===== src/rtl/pipeline_pkg.sv =====
// Shared pipeline types: the datapath width, the branch condition encodings and the
// 2-bit saturating counter used by the branch history table.
package pipeline;

    localparam int unsigned XLEN = 32;

    typedef enum logic [2:0] {
        BrEq  = 3'b000,
        BrNe  = 3'b001,
        BrLt  = 3'b100,
        BrGe  = 3'b101,
        BrLtu = 3'b110,
        BrGeu = 3'b111
    } branch_op_e;

    typedef logic [1:0] bht_cnt_t;

    localparam bht_cnt_t BhtInit = 2'b01;

    // Moves the counter one step toward the resolved direction, holding at 00 and 11.
    function automatic bht_cnt_t bht_next(bht_cnt_t cnt, logic taken);
        bht_cnt_t nxt;
        nxt = cnt;
        if (taken) begin
            if (cnt != 2'b11) nxt = cnt + 2'b01;
        end else begin
            if (cnt != 2'b00) nxt = cnt - 2'b01;
        end
        return nxt;
    endfunction

endpackage


===== src/rtl/branch_cmp.sv =====
// Combinational branch condition evaluator; the two reserved funct3 encodings are flagged
// as illegal and always evaluate as not taken.
module branch_cmp
    import pipeline::*;
#(
    parameter int unsigned XLEN = pipeline::XLEN
) (
    input  logic [2:0]      funct3,
    input  logic [XLEN-1:0] rs1,
    input  logic [XLEN-1:0] rs2,
    output logic            cond,
    output logic            illegal
);

    always_comb begin
        cond    = 1'b0;
        illegal = 1'b0;
        case (branch_op_e'(funct3))
            BrEq:    cond = (rs1 == rs2);
            BrNe:    cond = (rs1 != rs2);
            BrLt:    cond = ($signed(rs1) < $signed(rs2));
            BrGe:    cond = ($signed(rs1) >= $signed(rs2));
            BrLtu:   cond = (rs1 < rs2);
            BrGeu:   cond = (rs1 >= rs2);
            default: illegal = 1'b1;
        endcase
    end

endmodule


===== src/rtl/branch_predict_unit.sv =====
// Bimodal branch predictor: one-cycle lookup from a table of 2-bit counters, plus a
// registered resolve stage that reports the outcome, any redirect and running statistics.
module branch_predict_unit
    import pipeline::*;
#(
    parameter int unsigned XLEN        = pipeline::XLEN,
    parameter int unsigned BHT_ENTRIES = 64,
    parameter int unsigned CNT_W       = 32
) (
    input  logic             clk,
    input  logic             rst,
    input  logic             f_valid,
    input  logic [XLEN-1:0]  f_pc,
    output logic             p_valid,
    output logic             p_taken,
    input  logic             r_valid,
    input  logic             r_jump,
    input  logic             r_branch,
    input  logic [2:0]       r_funct3,
    input  logic [XLEN-1:0]  r_pc,
    input  logic [XLEN-1:0]  r_target,
    input  logic [XLEN-1:0]  r_rs1_data,
    input  logic [XLEN-1:0]  r_rs2_data,
    input  logic             r_pred_taken,
    output logic             je,
    output logic             mispredict,
    output logic [XLEN-1:0]  redirect_pc,
    output logic             illegal,
    output logic [CNT_W-1:0] n_branch,
    output logic [CNT_W-1:0] n_mispredict
);

    localparam int unsigned IdxW = $clog2(BHT_ENTRIES);

    logic [IdxW-1:0] f_idx;
    logic [IdxW-1:0] r_idx;

    bht_cnt_t bht_q [BHT_ENTRIES];

    logic             p_valid_q, p_taken_q;
    logic             je_q, mispredict_q, illegal_q;
    logic [XLEN-1:0]  redirect_q;
    logic [CNT_W-1:0] n_branch_q, n_mispredict_q;

    logic             cond, cmp_illegal;
    logic             is_br, resolve, taken;
    logic             je_d, mispredict_d, illegal_d;
    logic [XLEN-1:0]  redirect_d;
    logic             upd_en;
    bht_cnt_t         upd_val;
    logic [CNT_W-1:0] n_branch_d, n_mispredict_d;

    // Word-aligned instructions: bits [1:0] and everything above the index are not hashed.
    logic unused_pc;
    assign unused_pc = ^{f_pc[XLEN-1:IdxW+2], f_pc[1:0]};

    assign f_idx = f_pc[IdxW+1:2];
    assign r_idx = r_pc[IdxW+1:2];

    branch_cmp #(
        .XLEN (XLEN)
    ) u_cmp (
        .funct3  (r_funct3),
        .rs1     (r_rs1_data),
        .rs2     (r_rs2_data),
        .cond    (cond),
        .illegal (cmp_illegal)
    );

    always_comb begin
        is_br          = r_branch & ~r_jump;
        resolve        = r_valid & (r_jump | r_branch);
        taken          = r_jump | (is_br & cond);
        je_d           = resolve & taken;
        mispredict_d   = resolve & (taken != r_pred_taken);
        illegal_d      = r_valid & is_br & cmp_illegal;
        redirect_d     = '0;
        if (mispredict_d) begin
            redirect_d = taken ? r_target : r_pc + XLEN'(4);
        end
        upd_en         = r_valid & is_br & ~cmp_illegal;
        upd_val        = bht_next(bht_q[r_idx], cond);
        n_branch_d     = n_branch_q;
        n_mispredict_d = n_mispredict_q;
        if (resolve && n_branch_q != '1) begin
            n_branch_d = n_branch_q + CNT_W'(1);
        end
        if (mispredict_d && n_mispredict_q != '1) begin
            n_mispredict_d = n_mispredict_q + CNT_W'(1);
        end
    end

    // Lookup reads bht_q before this edge's update lands, so a same-index
    // lookup and update in one cycle returns the old counter.
    always_ff @(posedge clk) begin
        if (rst) begin
            for (int i = 0; i < int'(BHT_ENTRIES); i++) begin
                bht_q[i] <= BhtInit;
            end
        end else if (upd_en) begin
            bht_q[r_idx] <= upd_val;
        end
    end

    always_ff @(posedge clk) begin
        if (rst) begin
            p_valid_q      <= 1'b0;
            p_taken_q      <= 1'b0;
            je_q           <= 1'b0;
            mispredict_q   <= 1'b0;
            illegal_q      <= 1'b0;
            redirect_q     <= '0;
            n_branch_q     <= '0;
            n_mispredict_q <= '0;
        end else begin
            p_valid_q      <= f_valid;
            p_taken_q      <= f_valid & bht_q[f_idx][1];
            je_q           <= je_d;
            mispredict_q   <= mispredict_d;
            illegal_q      <= illegal_d;
            redirect_q     <= redirect_d;
            n_branch_q     <= n_branch_d;
            n_mispredict_q <= n_mispredict_d;
        end
    end

    assign p_valid      = p_valid_q;
    assign p_taken      = p_taken_q;
    assign je           = je_q;
    assign mispredict   = mispredict_q;
    assign illegal      = illegal_q;
    assign redirect_pc  = redirect_q;
    assign n_branch     = n_branch_q;
    assign n_mispredict = n_mispredict_q;

endmodule


===== config.mk =====
export PLATFORM = sky130hd
export DESIGN_NAME = branch_predict_unit
export DESIGN_NICKNAME = d
export VERILOG_FILES = /design/src/rtl/pipeline_pkg.sv /design/src/rtl/branch_cmp.sv /design/src/rtl/branch_predict_unit.sv
export SDC_FILE = /design/constraint.sdc
export NUM_CORES = 1
export LEC_CHECK = 0
export CAP_MARGIN = 25
export CELL_PAD_IN_SITES_DETAIL_PLACEMENT = 1
export CELL_PAD_IN_SITES_GLOBAL_PLACEMENT = 1
export CORE_MARGIN = 4
export CORE_UTILIZATION = 32
export DETAILED_ROUTE_END_ITERATION = 10
export DONT_BUFFER_PORTS = 1
export PLACE_DENSITY = 0.65
export REMOVE_ABC_BUFFERS = 1
export SETUP_SLACK_MARGIN = 0.15
export SLEW_MARGIN = 20
export SYNTH_ARGS = -nofsm -noshare
export SYNTH_HDL_FRONTEND = slang
export SYNTH_SLANG_ARGS = --single-unit

===== constraint.sdc =====
create_clock -name clk -period 4.57 [get_ports clk]
set_input_delay 0.457 -clock clk [delete_from_list [all_inputs] [get_ports clk]]
set_output_delay 0.457 -clock clk [all_outputs]
set_load 0.01 [all_outputs]

==> results of run 1 <==
[through the flow]
step / worst slack, ps / cell area [um^2]
floorplan: 496 / 12000
global placement: 611 / 12900
detailed placement: 499 / 12900
CTS: 1070 / 13900
global route: 848 / 13900
finish: 1060 / 13900
[worst max-delay path, delay by kind of cell]
family	cells	cell delay (ps)
buf+inv	2	290
fa+ha+maj	2	910
simple gates	6	1880
compound gates	1	300
[per-layer routing]
metal | wire length (um) | GRT usage, %
met2 | 19300 | 32.2
met5 | 0 | 0
met1 | 15700 | 21.2
met4 | 1550 | 7.08
met3 | 2970 | 4.04
[power groups by stage]
stage | sequential (mW) | combinational (mW) | clock, mW
6_report | 2.24 | 0.474 | 2.26
5_1_grt | 2.25 | 0.520 | 2.39
4_1_cts | 2.24 | 0.476 | 2.31
3_5_place_dp | 2.29 | 0.471 | 0
3_3_place_gp | 2.29 | 0.458 | 0
2_1_floorplan | 2.27 | 0.307 | 0
[Yosys cell counts (31+ instances only)]
master | number | share of area (%)
xor2_1 | 45 | 3.2
clkbuf_1 | 63 | 1.9
nand4_1 | 31 | 1.6
a22oi_1 | 51 | 3.1
inv_1 | 40 | 1.2
nor2_1 | 99 | 3.0
ha_1 | 35 | 3.5
nand2b_1 | 35 | 1.8
dfxtp_1 | 101 | 16
edfxtp_1 | 128 | 31
nor3_1 | 40 | 1.6
nand2_1 | 125 | 3.8
nand3_1 | 84 | 3.4
a21oi_1 | 48 | 1.9
[sequential cells by signal, indices dropped and copies added (netlist names)]
name / cells
bht_q: 128
n_branch: 32
n_mispredict: 32
redirect_pc: 32
illegal: 1
je: 1
mispredict: 1
p_taken: 1
p_valid: 1
[area by class of cell]
type / count / share of cell area [%]
Sequential cell: 229 / 42.2
Clock buffer: 38 / 5.86
Timing Repair Buffer: 30 / 1.73
Clock inverter: 14 / 0.873
Multi-Input combinational cell: 899 / 43.7
Inverter: 40 / 1.08
Tap cell: 511 / 4.60
[worst max-delay path by stage]
stage	from	endpoint
after global routing	r_rs2_data[31]	bht_q[53][1]
after floorplan	r_rs2_data[31]	redirect_pc[0]
after detailed placement	r_rs2_data[31]	bht_q[40][1]
after CTS	r_rs2_data[31]	bht_q[40][1]
after global placement	r_rs2_data[31]	bht_q[24][1]
final	r_rs2_data[31]	bht_q[40][1]
[what timing repair did]
item	in CTS	in global routing
hold buffers	1	0
hold endpoints to repair	1	0
endpoints found under the setup margin	0	0
[cells by family after synthesis]
family | count (synthesis) | synth area share (%)
AO/OA/AOI/OAI | 213 | 12.4
multiplexers | 30 | 4.56
adder cells (fa/ha/maj) | 37 | 3.70
XOR/XNOR | 62 | 4.45
buffers and inverters | 129 | 4.11
AND/OR/NAND/NOR | 557 | 23.3
flip-flops | 229 | 47.4
==> key figures, run 1 <==
Outcome
  • Outcome: completed

Critical path
  • Required time worst endpoint: 4920 ps
  • CP Max Fanout: 51
  • Worst path slowest cell: nor3b_1
  • R2R setup slack: 1430 ps
  • Endpoint class of the critical path: flip-flop
  • CP Cell Sequence: inv_1 -> ha_1 -> nand4_2 -> nor4_4 -> o311a_1 -> nor4_1 -> nor3b_1 -> nand2_1 -> maj3_2 -> buf_12 -> nor3_1
  • Worst reg2reg path startpoint: n_branch[7]
  • Critical Path Max Stage Delay: 690 ps
  • Critical R2R Capture: n_branch[11]
  • Crit path DAT: 3860 ps
  • Worst setup path category: input pin to flip-flop
  • Worst r2r path cells: 10
  • Critical Path Source Type: input pin

Finish
  • Synth-to-layout area growth: 12.4%
  • Register area: 5870 um^2
  • Multi-input logic area: 6070 um^2
  • Fin util: 36.6%
  • # diodes: 0
  • Nets@finish: 1,433
  • Commonest cells after routing, fill and taps aside: edfxtp_1 (128), nand2_1 (125), dfxtp_1 (101)
  • Final Non-Filler Cells: 1,761
  • Fill count: 4,261
  • Commonest non-fill, non-tap cell in the layout: edfxtp_1
  • Share of layout cells above drive strength 1: 11.0%

Flow run
  • # Max-Cap Violations: 0

Place
  • GP Congestion: 0.778
  • Cells after DPL: 1,707
  • I/O Buffers: 0
  • Dpl hpwl: 27,300 um

GRT
  • Grt ovf: 0
  • Global Route Usage Sum: 18.1%
  • Largest net degree at the start of global routing: 134
  • Vias in the first global route: 10,500
  • First-pass GRT wire length: 59,900 um
  • Initial antenna violation count: 0

Timing
  • Final min period: 3510 ps
  • Peak Freq: 285 MHz
  • Pins Over Slew Limit: 0
  • WHS: 50.6 ps
  • Fin. Hold Viols: 0
  • Measured slew at the worst slew-check pin: 1020 ps
  • Worst Skew: 36.1 ps
  • Setup TNS: 0 ps
  • RSZ-0062 raised after global routing: no
  • Relative slew margins: 31.5%
  • Tcrit/Tclk final: 76.9%
  • Setup violators final: 0

Power
  • Worst vdd ir: 0.271 mV
  • Combinational Power Share: 9.5%
  • Cell-internal power: 3.74 mW
  • PnR Total Power: 4.97 mW
  • Power share of the clock group: 45.4%
  • Leakage: 4.93 nW
  • Sequential share of power: 45.1%
  • PD cells: 358 nW/um^2
  • Switching power of the nets: 1.23 mW
  • Sw Share: 24.8%

Yosys
  • Netlist cell types: 61
  • Sequential element share of the synthesized area: 47.4%
  • Number of synthesized flops with an enable pin: 128
  • Cell Area, Synth: 12,400 um^2
  • Async S/R FF share, synth: 0%
  • Post-synthesis area per instance: 9.84 um^2
  • Synth warnings: 0
  • Synth Register Bits: 229
  • Post-synthesis cell count: 1,257
  • Predominant post-synthesis flop cell: edfxtp_1

Route
  • Vias per inst: 5.65
  • Detailed Routing Iterations Pass 1: 5
  • Antenna Nets Post-Route: 0
  • WL/cell: 22.4 um
  • Residual DRC count: 0
  • Detailed-route via count: 9,947
  • Routed WL: 39,500 um
  • Initial DRC count: 670

Clock tree
  • Post-CTS Setup Repair Bufs: 0
  • Post-CTS Resized: 0
  • CTS clock-pin slew for the worst setup and hold paths: 60 ps
  • CTS Buf Count: 28
  • Worst-case clock buffer depth: 3
  • H-tree depth: 1
  • Skew-Pair Late Insertion Delay: 560 ps
  • CTS sink cnt: 229
  • CTS Root Cell: clkbuf_16
  • CTS tree: built

Hold path
  • Min-delay worst type: input pin to flip-flop
  • Number of cells on the worst hold path: 1
  • Worst min-delay path startpoint: r_target[22]
  • Hold EP: redirect_pc[22]

Die
  • # IOs: 271
  • Initial Util: 32.6%
  • Num rows: 71
  • Placeable Area: 37,900 um^2
  • Die Wd: 205 um
  • Die area: 41,900 um^2
  • Die Y: 205 um
Note: power is estimated with default switching activity, not from simulation.
==> inputs of run 2 (changes only) <==
PLACE_DENSITY = 0.67   (was 0.65)
clock period = 3.15 ns   (was 4.57 ns; I/O delays follow)
==> run 2 against run 1 <==
Combinational power up 85%. Cell count grew 4.1%. Clock-buffer cell count grew 2. Global-route usage increased by 0.83 points. Design area rose by 6.4%. Critical path depth is 4 higher. Utilization increased by 2.3 points. Largest cell class unchanged. Highest routed layer unchanged.
==> key figures, run 2 (synthesized netlist as in run 1, its figures left out) <==
Power
  • PnR Total Power: 7.33 mW
  • PD cells: 496 nW/um^2
  • Leakage: 5.28 nW
  • Worst vdd ir: 0.411 mV

Timing
  • Tcrit/Tclk final: 90.9%
  • Worst Skew: 10.8 ps
  • Fin. Hold Viols: 0
  • Final min period: 2860 ps
  • WHS: 18.5 ps
  • Peak Freq: 349 MHz
  • Relative slew margins: 43.6%
  • Pins Over Slew Limit: 0
  • Setup violators final: 0
  • Measured slew at the worst slew-check pin: 846 ps
  • RSZ-0062 raised after global routing: no

Critical path
  • CP most frequent cell: buf_6
  • Worst reg2reg path startpoint: n_branch[8]
  • CP startpoint: r_rs2_data[23]
  • Worst setup path category: input pin to flip-flop
  • Required time worst endpoint: 3580 ps
  • CP Cell Sequence: inv_1 -> ha_4 -> nand4_1 -> buf_4 -> nor4_4 -> nand3_2 -> or3b_1 -> o2111ai_2 -> nor3b_4 -> o211ai_4 -> buf_6 -> mux2i_4 -> buf_6 -> mux2i_2 -> nor2_1
  • Critical Path Source Type: input pin
  • Critical Path Max Stage Delay: 390 ps
  • CP Max Fanout: 5
  • Worst path slowest cell: or3b_1
  • Endpoint class of the critical path: flip-flop
  • Crit path DAT: 3290 ps

GRT
  • Initial antenna violation count: 1
  • Global Route Usage Sum: 18.9%
  • Largest net degree at the start of global routing: 77
  • Vias in the first global route: 10,600
  • First-pass GRT wire length: 62,700 um
  • Grt ovf: 0

Flow run
  • # Max-Cap Violations: 0

Finish
  • Commonest non-fill, non-tap cell in the layout: edfxtp_1
  • Fin area: 14,800 um^2
  • # diodes: 0
  • Register area: 5870 um^2
  • Fill count: 4,222
  • Multi-input logic area: 6200 um^2
  • Fin util: 39.0%
  • Share of layout cells above drive strength 1: 13.8%
  • Register name with the most flops: bht_q
  • Max FFs per register: 128
  • Synth-to-layout area growth: 19.6%
  • Final Non-Filler Cells: 1,833
  • Commonest cells after routing, fill and taps aside: edfxtp_1 (128), nand2_1 (124), dfxtp_1 (101)
  • Nets@finish: 1,505

Route
  • Residual DRC count: 0
  • Detailed Routing Iterations Pass 1: 5
  • Vias per inst: 5.60
  • Detailed-route via count: 10,300
  • Initial DRC count: 686
  • WL/cell: 22.8 um
  • Antenna Nets Post-Route: 0
  • Routed WL: 41,800 um

Hold path
  • Worst min-delay path startpoint: r_pc[7]
  • Min-delay worst type: input pin to flip-flop

Die
  • Die area: 41,900 um^2
  • Placeable Area: 37,900 um^2
  • Initial Util: 32.6%
  • # IOs: 271
  • Die Wd: 205 um
  • Num rows: 71
  • Die Y: 205 um

Clock tree
  • H-tree depth: 1
  • CTS Buf Count: 29
  • CTS sink cnt: 229
  • Worst-case clock buffer depth: 3
  • CTS Root Cell: clkbuf_16
  • CTS tree: built
  • Skew-Pair Late Insertion Delay: 550 ps
  • CTS clock-pin slew for the worst setup and hold paths: 60 ps

Outcome
  • Outcome: completed

Place
  • I/O Buffers: 0
  • GP Congestion: 0.834
  • DP Area: 13,300 um^2
  • Cells after DPL: 1,734
  • Dpl hpwl: 28,000 um
-- run 2: cell count changes in the layout (fill, tap and decap cells not counted), moves of 3 or more --
cell	delta
dlygate4sd3_1	+39
buf_4	+17
buf_12	+10
clkinv_2	-4
o21ai_0	-4
buf_6	+3
clkinv_1	+3
ha_1	-3
ha_4	+3
o21ai_1	+3
-- run 2: layout make-up --
class | count | share of cell area (%)
Clock buffer | 40 | 5.52
Tap cell | 511 | 4.32
Inverter | 40 | 1.02
Timing Repair Buffer | 101 | 6.93
Clock inverter | 13 | 0.618
Multi-Input combinational cell | 899 | 41.9
Sequential cell | 229 | 39.7
-- run 2: final timing paths --
kind                                          to  slack [ps]  cells after the start
worst max-delay path             n_mispredict[1]         290                     15
worst min-delay path                bht_q[31][0]          20                      2
worst max register to register      n_branch[10]         370                     10
worst min register to register  n_mispredict[21]         550                      2
-- run 2: what timing repair did --
item / 4_1_cts / 5_1_grt
cloned: 0 / 3
pin swaps: 0 / 14
hold endpoints to repair: 120 / 1
gates resized for setup: 2 / 31
setup endpoints to repair: 32 / 157
setup buffers: 0 / 1
hold buffers: 40 / 1
-- run 2: layer usage --
metal / vias to the layer above / wire length, um / GRT usage (%)
met4: 0 / 1350 / 6.22
met2: 422 / 20800 / 33.8
met5: - / 0 / 0
li1: 4700 / - / -
met1: 5085 / 16200 / 22.5
met3: 65 / 3390 / 4.32
-- run 2: stage by stage --
step | setup WS, ps | TNS (ps)
6_report | 288 | 0
4_1_cts | 209 | 0
5_1_grt | 127 | 0
3_5_place_dp | -460 | -62990
3_3_place_gp | -325 | -46560
2_1_floorplan | -782 | -97190
-- run 2: where the power goes --
group | internal, mW | total (mW) | leakage [nW] | switching (mW)
logic | 0.373 | 0.878 | 2.92 | 0.505
clock network | 1.88 | 3.21 | 0.438 | 1.33
registers | 3.20 | 3.25 | 1.92 | 0.0464
-- run 2: worst max-delay path: cells and delay by family --
family,cells,cell delay (ps)
mux,2,520
simple gates,6,1190
fa+ha+maj,1,280
buf+inv,4,560
compound gates,2,420
==> inputs of run 3 (changes only) <==
CTS_CLUSTER_DIAMETER = 50   (was not set)
TNS_END_PERCENT = 5   (was not set)
==> run 3 against run 2 <==
Worst setup slack worse by 14 ps. Global-route usage increased by 0.52 points. Critical path depth shrank 5. Hold slack improved by 15 ps. Combinational power is essentially flat.
==> key figures, run 3 (synthesized netlist as in run 1, its figures left out) <==
Die
  • Num rows: 71
  • Die Y: 205 um
  • Placeable Area: 37,900 um^2
  • # IOs: 271
  • Die Wd: 205 um
  • Die area: 41,900 um^2
  • Initial Util: 32.6%

Finish
  • Register name with the most flops: bht_q
  • Commonest cells after routing, fill and taps aside: edfxtp_1 (128), nand2_1 (124), dfxtp_1 (101)
  • Synth-to-layout area growth: 22.7%
  • Commonest non-fill, non-tap cell in the layout: edfxtp_1
  • Nets@finish: 1,512
  • Fill count: 4,198
  • # diodes: 0
  • Fin util: 40.0%
  • Max FFs per register: 128
  • Share of layout cells above drive strength 1: 15.4%

Flow run
  • # Max-Cap Violations: 0

Clock tree
  • CTS Buf Count: 36
  • CTS sink cnt: 229
  • H-tree depth: 2
  • CTS clock-pin slew for the worst setup and hold paths: 60 ps
  • Worst-case clock buffer depth: 3
  • Skew-Pair Late Insertion Delay: 540 ps
  • CTS Root Cell: clkbuf_16
  • CTS tree: built

Critical path
  • R2R setup slack: 270 ps
  • CP startpoint: n_branch[8]
  • Worst setup path end: n_branch[13]
  • Worst reg2reg path startpoint: n_branch[8]
  • CP Max Fanout: 12
  • Worst r2r path cells: 10
  • Critical R2R Capture: n_branch[13]
  • Required time worst endpoint: 3540 ps
  • Endpoint class of the critical path: flip-flop
  • Crit path DAT: 3270 ps
  • Critical Path Source Type: flip-flop
  • Worst setup path category: flip-flop to flip-flop

Timing
  • Measured slew at the worst slew-check pin: 868 ps
  • Setup TNS: 0 ps
  • Setup violators final: 0
  • Min setup slack post-route: 274 ps
  • Relative slew margins: 42.1%
  • RSZ-0062 raised after global routing: yes
  • Final min period: 2880 ps
  • Pins Over Slew Limit: 0
  • Tcrit/Tclk final: 91.3%
  • Worst Skew: 34.0 ps
  • Fin. Hold Viols: 0
  • Peak Freq: 348 MHz

Place
  • Setup slack at placement: -460 ps
  • Dpl hpwl: 28,000 um
  • GP Congestion: 0.834
  • I/O Buffers: 0

Route
  • Routed WL: 42,400 um
  • Vias per inst: 5.64
  • Initial DRC count: 640
  • Antenna Nets Post-Route: 0
  • Residual DRC count: 0
  • Detailed Routing Iterations Pass 1: 5
  • WL/cell: 23.0 um
  • Detailed-route via count: 10,400

Power
  • PD cells: 549 nW/um^2
  • Worst vdd ir: 0.317 mV
  • Leakage: 5.45 nW
  • PnR Total Power: 8.33 mW

GRT
  • Initial antenna violation count: 0
  • Largest net degree at the start of global routing: 66
  • Global Route Usage Sum: 19.5%
  • Vias in the first global route: 10,900
  • Grt ovf: 0
  • First-pass GRT wire length: 63,800 um

Hold path
  • Min-delay worst type: input pin to flip-flop
  • Worst min-delay path startpoint: r_pc[7]

Outcome
  • Outcome: completed
==> run 3: cell count changes in the layout (fill, tap and decap cells not counted), sizes merged <==
cell / previous run / this run
buf: 61 / 62
bufinv: 1 / 5
clkbuf: 40 / 44
clkinv: 9 / 8
clkinvlp: 3 / 2
dlygate4sd3: 40 / 39
inv: 40 / 46
==> run 3: cell type report <==
type                            count  area, um^2  share of cell area (%)
Inverter                           40         150                   0.990
Tap cell                          511         639                    4.22
Clock inverter                     21         269                    1.77
Multi-Input combinational cell    899        6240                    41.1
Clock buffer                       44         985                    6.49
Sequential cell                   229        5870                    38.7
Timing Repair Buffer              101        1020                    6.72
==> run 3: stage by stage <==
stage / cell area (um^2) / cells / hold slack [ps]
6_report: 15200 / 1845 / 33.0
2_1_floorplan: 12000 / 1168 / 384
5_1_grt: 15200 / 1845 / 1.03
3_3_place_gp: 13300 / 1734 / 437
3_5_place_dp: 13300 / 1734 / 439
4_1_cts: 14900 / 1839 / 0.235
==> run 3: how the worst min path moves through the flow <==
stage | to | depth (start not counted) | slack (ps)
global placement | p_valid | 1 | 440
CTS | redirect_pc[28] | 1 | 0.2
global route | redirect_pc[31] | 1 | 1
floorplan | n_mispredict[10] | 1 | 380
finish | bht_q[31][0] | 2 | 30
detailed placement | n_mispredict[11] | 1 | 440
==> run 3: what timing repair did <==
item / 4_1_cts / 5_1_grt
endpoints found under the setup margin: 35 / 155
resized for setup: 2 / 34
endpoints found under the hold margin: 97 / 0
hold buffers: 40 / 0
pin swaps: 0 / 16
gates cloned: 0 / 3
buffers inserted: 0 / 2
==> run 3: metal layers <==
| metal | GRT usage, % | share of wire, % | vias up | wire [um] |
|---|---|---|---|---|
| met5 | 0 | 0 | - | 0 |
| met4 | 7.30 | 3.4 | 0 | 1430 |
| met3 | 5.16 | 8.2 | 71 | 3490 |
| met2 | 34.1 | 50 | 403 | 21100 |
| met1 | 22.8 | 39 | 5214 | 16400 |
| li1 | - | - | 4727 | - |
==> run 3: worst max-delay path: stages (launching register included) <==
cell and delay [ps]:
dfxtp_1 370, and4_1 260, and4_1 240, and2_1 190, and4_1 230, a41oi_1 270, and4_1 320, and2_1 440
and3_1 250, xnor2_1 120, nor2_1 60
==> run 3: where the power goes <==
| group | internal (mW) | switching (mW) | total [mW] | leakage (nW) |
|---|---|---|---|---|
| clock network | 2.66 | 1.54 | 4.20 | 0.610 |
| registers | 3.21 | 0.0479 | 3.25 | 1.92 |
| logic | 0.374 | 0.504 | 0.878 | 2.92 |
| total | 6.24 | 2.10 | 8.33 | 5.45 |
